`src/rtl/ama_riscv_id_pipe.sv`:
```
// IF/ID register with registered immediate-select decode and warm-up.
// Optional: define AMA_RISCV_ID_ILLEGAL_EN for illegal-opcode detection.
package ama_riscv_id_pkg;
  localparam logic [3:0] IG_DISABLED = 4'd0;
  localparam logic [3:0] IG_I_TYPE   = 4'd1;
  localparam logic [3:0] IG_S_TYPE   = 4'd2;
  localparam logic [3:0] IG_B_TYPE   = 4'd3;
  localparam logic [3:0] IG_J_TYPE   = 4'd4;
  localparam logic [3:0] IG_U_TYPE   = 4'd5;

  localparam logic [31:0] NOP = 32'h0000_0013;

  typedef struct packed {
    logic [31:0] inst;
    logic [31:0] pc;
    logic        valid;
    logic [3:0]  ig_sel;
    logic        ig_en;
  } if_id_t;

  typedef enum logic [1:0] {
    ST_RESET,
    ST_WARM,
    ST_RUN
  } id_state_e;

  function automatic logic [3:0] ig_decode(
    input logic [6:0] op
  );
    logic [3:0] r;
    unique case (op)
      7'b0110111,
      7'b0010111: r = IG_U_TYPE;
      7'b1101111: r = IG_J_TYPE;
      7'b1100111,
      7'b0000011,
      7'b0010011: r = IG_I_TYPE;
      7'b0100011: r = IG_S_TYPE;
      7'b1100011: r = IG_B_TYPE;
      default:    r = IG_DISABLED;
    endcase
    return r;
  endfunction
endpackage

module ama_riscv_id_pipe
  import ama_riscv_id_pkg::*;
#(
  parameter int unsigned WARMUP_CYC = 2
) (
  input  logic                clk,
  input  logic                rst,
  ama_riscv_id_pipe_if.slave  id
);

  localparam logic [3:0] WARM_LAST = 4'(WARMUP_CYC - 1);

  localparam if_id_t ID_RST = '{
    inst:   NOP,
    pc:     32'h0,
    valid:  1'b0,
    ig_sel: IG_I_TYPE,
    ig_en:  1'b1
  };

  id_state_e   state;
  id_state_e   state_nxt;
  logic [3:0]  warm_cnt;
  logic [3:0]  warm_cnt_nxt;
  if_id_t      id_q;
  if_id_t      id_d;
  logic        ld_bub;
  logic        ld_inst;
  logic [31:0] ld_val;
  logic [3:0]  ld_sel;

  // Next-state and load-select: warm-up bubbles, then flush > stall > load
  always_comb begin
    state_nxt    = state;
    warm_cnt_nxt = warm_cnt;
    ld_bub       = 1'b0;
    ld_inst      = 1'b0;
    unique case (state)
      ST_RESET: begin
        ld_bub = 1'b1;
        if (WARMUP_CYC <= 1) begin
          state_nxt = ST_RUN;
        end else begin
          state_nxt    = ST_WARM;
          warm_cnt_nxt = 4'd1;
        end
      end
      ST_WARM: begin
        ld_bub = 1'b1;
        if (warm_cnt == WARM_LAST) begin
          state_nxt = ST_RUN;
        end else begin
          warm_cnt_nxt = warm_cnt + 4'd1;
        end
      end
      ST_RUN: begin
        if (id.flush_in) begin
          ld_bub = 1'b1;
        end else if (!id.stall_in) begin
          ld_inst = 1'b1;
        end
      end
      default: begin
        state_nxt = ST_RESET;
      end
    endcase
  end

  // Decode the value being loaded so it registers alongside it
  always_comb begin
    ld_val = ld_bub ? NOP : id.inst_in;
    ld_sel = ig_decode(ld_val[6:0]);
    id_d   = id_q;
    if (ld_bub || ld_inst) begin
      id_d.inst   = ld_val;
      id_d.pc     = id.pc_in;
      id_d.valid  = ld_inst;
      id_d.ig_sel = ld_sel;
      id_d.ig_en  = (ld_sel != IG_DISABLED);
    end
  end

  // FSM, warm-up counter and ID pipeline register
  always_ff @(posedge clk) begin
    if (rst) begin
      state    <= ST_RESET;
      warm_cnt <= 4'd0;
      id_q     <= ID_RST;
    end else begin
      state    <= state_nxt;
      warm_cnt <= warm_cnt_nxt;
      id_q     <= id_d;
    end
  end

`ifdef AMA_RISCV_ID_ILLEGAL_EN
  logic ill_q;
  logic ld_legal;

  // Opcodes with a defined meaning; OP and SYSTEM carry no immediate
  always_comb begin
    ld_legal = (ld_sel != IG_DISABLED) ||
               (ld_val[6:0] == 7'b0110011) ||
               (ld_val[6:0] == 7'b1110011);
  end

  // Illegal flag is only raised for real (valid) loads
  always_ff @(posedge clk) begin
    if (rst) begin
      ill_q <= 1'b0;
    end else if (ld_bub) begin
      ill_q <= 1'b0;
    end else if (ld_inst) begin
      ill_q <= !ld_legal;
    end
  end

  assign id.illegal_id = ill_q;
`else
  assign id.illegal_id = 1'b0;
`endif

  assign id.inst_id  = id_q.inst;
  assign id.pc_id    = id_q.pc;
  assign id.valid_id = id_q.valid;
  assign id.ig_sel   = id_q.ig_sel;
  assign id.ig_in    = id_q.inst[31:7];
  assign id.ig_en    = id_q.ig_en;

endmodule

```
`src/rtl/ama_riscv_id_pipe_if.sv`:
```
// IF->ID boundary bundle: fetch-side inputs, hazard controls and the
// registered ID-stage outputs feeding the immediate generator.
interface ama_riscv_id_pipe_if;
  logic [31:0] inst_in;
  logic [31:0] pc_in;
  logic        stall_in;
  logic        flush_in;
  logic [31:0] inst_id;
  logic [31:0] pc_id;
  logic        valid_id;
  logic [3:0]  ig_sel;
  logic [24:0] ig_in;
  logic        ig_en;
  logic        illegal_id;

  modport master (
    output inst_in, pc_in, stall_in, flush_in,
    input  inst_id, pc_id, valid_id,
    input  ig_sel, ig_in, ig_en, illegal_id
  );

  modport slave (
    input  inst_in, pc_in, stall_in, flush_in,
    output inst_id, pc_id, valid_id,
    output ig_sel, ig_in, ig_en, illegal_id
  );
endinterface

```
`src/flat_wrapper.sv`:
```
// flat-port wrapper written by rule: the top's interface ports become plain ports
module ama_riscv_id_pipe_flat import ama_riscv_id_pkg::*;
#(
  parameter int unsigned WARMUP_CYC = 2
)
  (clk, rst, id_inst_in, id_pc_in, id_stall_in, id_flush_in, id_inst_id, id_pc_id, id_valid_id, id_ig_sel, id_ig_in, id_ig_en, id_illegal_id);
  ama_riscv_id_pipe_if id_i ();
  input  logic clk;
  input  logic rst;
  input wire logic [$bits(id_i.inst_in)-1:0] id_inst_in;
  input wire logic [$bits(id_i.pc_in)-1:0] id_pc_in;
  input wire logic [$bits(id_i.stall_in)-1:0] id_stall_in;
  input wire logic [$bits(id_i.flush_in)-1:0] id_flush_in;
  output wire logic [$bits(id_i.inst_id)-1:0] id_inst_id;
  output wire logic [$bits(id_i.pc_id)-1:0] id_pc_id;
  output wire logic [$bits(id_i.valid_id)-1:0] id_valid_id;
  output wire logic [$bits(id_i.ig_sel)-1:0] id_ig_sel;
  output wire logic [$bits(id_i.ig_in)-1:0] id_ig_in;
  output wire logic [$bits(id_i.ig_en)-1:0] id_ig_en;
  output wire logic [$bits(id_i.illegal_id)-1:0] id_illegal_id;
  assign id_i.inst_in = id_inst_in;
  assign id_i.pc_in = id_pc_in;
  assign id_i.stall_in = id_stall_in;
  assign id_i.flush_in = id_flush_in;
  assign id_inst_id = id_i.inst_id;
  assign id_pc_id = id_i.pc_id;
  assign id_valid_id = id_i.valid_id;
  assign id_ig_sel = id_i.ig_sel;
  assign id_ig_in = id_i.ig_in;
  assign id_ig_en = id_i.ig_en;
  assign id_illegal_id = id_i.illegal_id;
  ama_riscv_id_pipe #(.WARMUP_CYC(WARMUP_CYC)) u_core (.clk(clk), .rst(rst), .id(id_i));
endmodule
```
`config.mk`:
```
export PLATFORM = sky130hd
export DESIGN_NAME = ama_riscv_id_pipe_flat
export DESIGN_NICKNAME = d
export VERILOG_FILES = /design/src/rtl/ama_riscv_id_pipe.sv /design/src/rtl/ama_riscv_id_pipe_if.sv /design/src/flat_wrapper.sv
export SDC_FILE = /design/constraint.sdc
export NUM_CORES = 1
export LEC_CHECK = 0
export BUFFER_PORTS_ARGS = -buffer_cell sky130_fd_sc_hd__buf_4
export CAP_MARGIN = 40
export CORE_ASPECT_RATIO = 1.75
export CORE_MARGIN = 4
export CORE_UTILIZATION = 45
export CTS_CLUSTER_DIAMETER = 100
export DETAILED_ROUTE_END_ITERATION = 6
export PLACE_DENSITY = 0.79
export SYNTH_ARGS = -nofsm -noshare
export SYNTH_HDL_FRONTEND = slang
export SYNTH_SLANG_ARGS = --single-unit
export TNS_END_PERCENT = 50
```
`constraint.sdc`:
```
create_clock -name clk -period 2.4 [get_ports clk]
set_input_delay 0.12 -clock clk [delete_from_list [all_inputs] [get_ports clk]]
set_output_delay 0.12 -clock clk [all_outputs]
set_load 0.05 [all_outputs]
```
==> results of run 1 <==
[tightest hold or removal path: stages]
cell and delay (ns):
buf_4 0.10, mux2i_1 0.06, nand2_1 0.06
[what timing repair did]
action / 4_1_cts / 5_1_grt
endpoints found under the hold margin: 1 / 0
resized for setup: 0 / 0
setup buffers: 0 / 0
hold buffers: 1 / 0
[cells in the mapped netlist, drive strengths merged, types with 2 or more instances]
library cell	count	area share
nand3b	3	0.0076
buf	39	0.091
dfxtp	75	0.51
a211o	2	0.0059
nor2	32	0.040
nand3	2	0.0034
o21ai	2	0.0034
a22o	2	0.0059
and2	2	0.0042
nor3b	3	0.0076
ha	2	0.0084
and3	3	0.0063
a22oi	30	0.076
o31ai	2	0.0051
nor3	2	0.0034
nand2	70	0.088
inv	4	0.0051
nor2b	4	0.0084
a21oi	38	0.064
mux2i	3	0.010
clkbuf	11	0.014
nor4b	2	0.011
[per-stage QoR]
step           cell area [um^2]  instances  utilization
2_1_floorplan              2970        344            -
3_3_place_gp               4010        539        0.633
3_5_place_dp               4010        539        0.633
4_1_cts                    4220        556        0.668
5_1_grt                    4220        556        0.668
6_report                   4220        556        0.668
[how the worst min path moves through the flow]
stage                                               to  slack [ns]  depth (start not counted)
CTS                  u_core.id.inst_id[4]$_SDFFE_PP1P_       0.008                          3
global route        u_core.id.inst_id[30]$_SDFFE_PP0P_        0.02                          3
global placement     u_core.id.inst_id[0]$_SDFFE_PP1P_        0.35                          3
floorplan            u_core.id.inst_id[0]$_SDFFE_PP1P_        0.25                          2
finish               u_core.id.inst_id[4]$_SDFFE_PP1P_        0.02                          3
detailed placement   u_core.id.inst_id[0]$_SDFFE_PP1P_        0.36                          3
[layer usage]
metal	track usage	wire length, um	vias up
li1	-	-	1388
met1	0.194	2830	1258
met2	0.352	4080	110
met3	0.0495	613	20
met4	0.120	246	0
met5	0	0	-
[state kept, by name, indices dropped and copies added (netlist names)]
signal / flops
u_core.state: 2
u_core.id.ig_en: 1
u_core.id.inst_id: 32
u_core.id.ig_sel: 3
u_core.warm_cnt: 4
u_core.id.valid_id: 1
u_core.id.pc_id: 32
[area by class of cell]
| type | count | area share |
|---|---|---|
| inverters | 4 | 0.00356 |
| well taps | 80 | 0.0237 |
| repair buffers | 166 | 0.296 |
| flip-flops and latches | 75 | 0.356 |
| multi-input cells | 215 | 0.272 |
| clock inverters | 1 | 0.00711 |
| clock buffers | 15 | 0.0418 |
[power by group]
part / switching (mW) / total (mW) / internal, mW
Sequential: 0.0431 / 1.34 / 1.30
Combinational: 0.339 / 0.539 / 0.200
Clock: 0.423 / 0.990 / 0.567
Total: 0.805 / 2.87 / 2.07
[logic make-up (layout without fill, tap and decap cells)]
| group | count (synthesis) | in the layout | synth area share |
|---|---|---|---|
| multiplexers | 4 | 4 | 0.0139 |
| other | 1 | 2 | 0.00126 |
| AND/OR/NAND/NOR | 126 | 126 | 0.188 |
| buffers and inverters | 54 | 186 | 0.110 |
| flip-flops | 75 | 75 | 0.506 |
| AO/OA/AOI/OAI | 81 | 81 | 0.173 |
| adder cells (fa/ha/maj) | 2 | 2 | 0.00843 |
==> flow_summary.json, run 1 <==
{
  "status": "finished, final reports clean",
  "crit_arrival_ns": 1.93,
  "whs_ns": 0.0177,
  "antenna_cells": 0,
  "yosysWarnings": 0,
  "cts_tree": "yes",
  "grtUsageTotal": 0.193,
  "r2r-end": "u_core.id.ig_en$_SDFFE_PP1P_",
  "worst_slew_pin_slew_ns": 0.724,
  "yosys.cell_types.count": 35,
  "path_class": "reg2reg",
  "syn_to_final_growth_pct": 42.2,
  "p_per_area_mw_per_mm2": 681,
  "drc": 0,
  "cap_violations": 0,
  "crit_required_ns": 2.70,
  "timing.setup.tns_ns": 0,
  "grt_max_degree": 73,
  "slowest_stage": "dfxtp_1",
  "register_area_mm2": 0.00150,
  "multi_input_area_mm2": 0.00115,
  "vias": 2776,
  "ys_seq_area_frac": 0.506,
  "start_util": 0.470,
  "p_leak_nw": 1.97,
  "slew_violations": 0,
  "critPathMaxStageDelay_ns": 0.52,
  "syn-instance-count": 343,
  "rows": 38,
  "crit_path_start_kind": "flop",
  "die_w_um": 69.4,
  "crit_buf_inv": 1,
  "insertion_delay_ns": 0.35,
  "dp_hpwl_um": 5710,
  "crit_end": "u_core.id.ig_en$_SDFFE_PP1P_",
  "cp.depth": 5,
  "hp-class": "in2reg",
  "core_mm2": 0.00632,
  "clock-sinks": 75,
  "hold_viol": 0,
  "io_buffers": 161,
  "regToRegSetupSlack_ns": 0.76,
  "final_cell_mix": "buf_4 (165), dfxtp_1 (75), nand2_1 (70)",
  "drt_wl_total_um": 7770,
  "async_flop_share": 0,
  "synth_flop_cell": "dfxtp_1",
  "relSlewSlack": 0.517,
  "grt_pass1_vias": 2741,
  "fmax_mhz": 611,
  "endpoint_kind": "flop",
  "mappedNetlistArea_mm2": 0.00297,
  "mostFrequentLayoutCell": "buf_4",
  "gp_congestion": 0.770,
  "cp_max_fo": 35,
  "synth_seq_cells": 75,
  "min_from": "id_inst_in[4]",
  "finalPower_mw": 2.87,
  "drtPass1Iterations": 5,
  "crit_chain": "nor4b_4 > buf_4 > and3_1 > a22o_1 > a211o_1",
  "rsz0062_at_grt": "false",
  "path_clk_slew_ns": 0.07,
  "skew_ns": 0.00436,
  "pre_cts_slack_ns": 0.766,
  "setup.worst_path.start": "u_core.state[1]$_SDFFE_PP0P_",
  "min_period_ns": 1.64,
  "clockBufferDepth": 2,
  "reg2reg_from": "u_core.state[1]$_SDFFE_PP0P_",
  "setup_violations": 0,
  "fillers": 559,
  "die_y_um": 115,
  "path_delay_family": "flip-flops",
  "antenna_found_initial": 0,
  "vias_per_cell": 4.99,
  "h-tree-depth": 3,
  "cts_made_buffers": 9,
  "wl_per_cell_um": 14.0,
  "grt_overflow": 0,
  "fin_ws_ns": 0.762,
  "drt-initial-drc-count": 184,
  "post-route-period-util": 0.682,
  "r2r.worst_path.cells": 5,
  "synth_edf_count": 0,
  "io-pin-count": 164,
  "drtAntennaViolNets": 0,
  "grt_pass1_wl_um": 12400,
  "root_buffer": "clkbuf_8",
  "drive_above_1_share": 0.382,
  "ir_drop_v": 0.000419,
  "final_nets": 541,
  "die_area_mm2": 0.00801,
  "postSynthAreaPerCell_um2": 8.66
}
(Power assumes the default switching activity.)
==> run 2: changes to the inputs <==
Settings changed: CORE_UTILIZATION 45 to 40, PLACE_DENSITY 0.79 to 0.74.
Clock period 2.4 ns to 1.4 ns, I/O delays scaled along.
==> flow_summary.json, run 2 (synthesized netlist as in run 1, its figures left out) <==
{
  "status": "finished with violations",
  "violations": "hold timing",
  "grtUsageTotal": 0.191,
  "die_y_um": 122,
  "endpoint_kind": "flop",
  "drive_above_1_share": 0.381,
  "grt_pass1_wl_um": 13600,
  "cts_tree": "yes",
  "crit_required_ns": 1.64,
  "ir_drop_v": 0.000879,
  "die_area_mm2": 0.00892,
  "drt-initial-drc-count": 130,
  "dp_hpwl_um": 6160,
  "grt_pass1_vias": 2991,
  "path_clk_slew_ns": 0.05,
  "fillers": 573,
  "rows": 41,
  "crit_chain": "inv_1 > ha_1 > nor3b_4 > nor3b_2 > buf_4 > a41oi_1 > nor3_1",
  "clockBufferDepth": 2,
  "fin_area_mm2": 0.00496,
  "cp_max_fo": 4,
  "hp-class": "in2reg",
  "insertion_delay_ns": 0.32,
  "drtAntennaViolNets": 0,
  "finalPower_mw": 5.65,
  "antenna_found_initial": 0,
  "mostFrequentLayoutCell": "buf_4",
  "skew_ns": 0.00448,
  "whs_ns": -0.000323,
  "die_w_um": 73.1,
  "final_cell_mix": "buf_4 (172), dfxtp_1 (72), nand2_1 (70)",
  "path_class": "reg2reg",
  "start_util": 0.410,
  "slew_violations": 0,
  "p_per_area_mw_per_mm2": 1140,
  "gp_congestion": 0.795,
  "core_mm2": 0.00723,
  "vias_per_cell": 4.93,
  "fmax_mhz": 724,
  "rsz0062_at_grt": "true",
  "crit_arrival_ns": 1.62,
  "cts_made_buffers": 9,
  "final_nets": 598,
  "root_buffer": "clkbuf_16",
  "p_leak_nw": 2.29,
  "syn_to_final_growth_pct": 67.0,
  "hold_viol": 1,
  "crit_path_start_kind": "flop",
  "io_buffers": 161,
  "setup_violations": 0,
  "clock-sinks": 75,
  "critPathMaxStageDelay_ns": 0.32,
  "vias": 3050,
  "drtPass1Iterations": 4,
  "drt_wl_total_um": 8820,
  "h-tree-depth": 3,
  "slowest_stage": "dfxtp_2",
  "grt_overflow": 0,
  "min_period_ns": 1.38,
  "io-pin-count": 164,
  "grt_max_degree": 72,
  "cap_violations": 0,
  "post-route-period-util": 0.986,
  "drc": 0,
  "placed_cell_area_mm2": 0.00413,
  "wl_per_cell_um": 14.3,
  "antenna_cells": 0
}
-- run 2: changes by cell type in the layout (fill, tap and decap cells not counted), sizes merged --
| cell | previous run | this run |
|---|---|---|
| clkbuf | 15 | 14 |
| clkinv | 0 | 1 |
| dlygate4sd3 | 1 | 44 |
| buf | 165 | 179 |
-- run 2: cell type report --
type	instances	area, um^2	area share
multi-input combinational	215	1190	0.240
inverter	4	15.0	0.00303
clock buffer	14	254	0.0512
timing repair buffer	223	1850	0.374
tap	86	108	0.0217
sequential	75	1510	0.303
clock inverter	2	35.0	0.00706
-- run 2: final timing paths --
| path | slack (ns) | endpoint | start | cells past startpoint |
|---|---|---|---|---|
| hold reg to reg | 0.45 | u_core.id.pc_id[0]$_SDFFE_PP0P_ | u_core.id.pc_id[0]$_SDFFE_PP0P_ | 2 |
| setup / recovery | 0.02 | u_core.warm_cnt[3]$_SDFFE_PP0P_ | u_core.warm_cnt[1]$_SDFFE_PP0P_ | 7 |
| hold / removal | -0.0003 | u_core.id.inst_id[31]$_SDFFE_PP0P_ | id_inst_in[31] | 3 |
| setup reg to reg | 0.02 | u_core.warm_cnt[3]$_SDFFE_PP0P_ | u_core.warm_cnt[1]$_SDFFE_PP0P_ | 7 |
-- run 2: through the flow --
step                      utilization  hold WS (ns)  worst slack [ns]  setup TNS, ns  std cells
after detailed placement        0.570         0.309           -0.0649         -0.151        555
final                           0.686     -0.000323            0.0191              0        619
after CTS                       0.679      0.000150          0.000204              0        617
after floorplan                     -         0.198           0.00728              0        344
after global placement          0.570         0.305            0.0469              0        555
after global routing            0.686        0.0107           -0.0467        -0.0718        619
-- run 2: worst max-delay path, delay by kind of cell, from the launching register on --
family	cells	cell delay [ns]
and+or+nand+nor	3	0.51
DFF	1	0.32
buffers and inverters	2	0.19
adders and majority gates	1	0.16
AOI/OAI and AO/OA	1	0.12
-- run 2: repair_timing --
action,CTS,global route
pin swaps,2,2
buffers inserted,2,2
hold endpoints to repair,44,0
resized for setup,7,5
hold buffers,44,0
endpoints found under the setup margin,5,31
-- run 2: report_power, final --
group,switching (mW),total (mW),internal (mW)
logic,0.644,1.13,0.490
clock network,0.790,2.22,1.43
registers,0.0634,2.30,2.24
total,1.50,5.65,4.15
-- run 2: layer usage --
layer | GRT usage | vias up | wire length [um]
li1 | - | 1507 | -
met1 | 0.208 | 1427 | 3290
met2 | 0.340 | 95 | 4750
met3 | 0.0388 | 21 | 537
met4 | 0.0947 | 0 | 247
met5 | 0 | - | 0
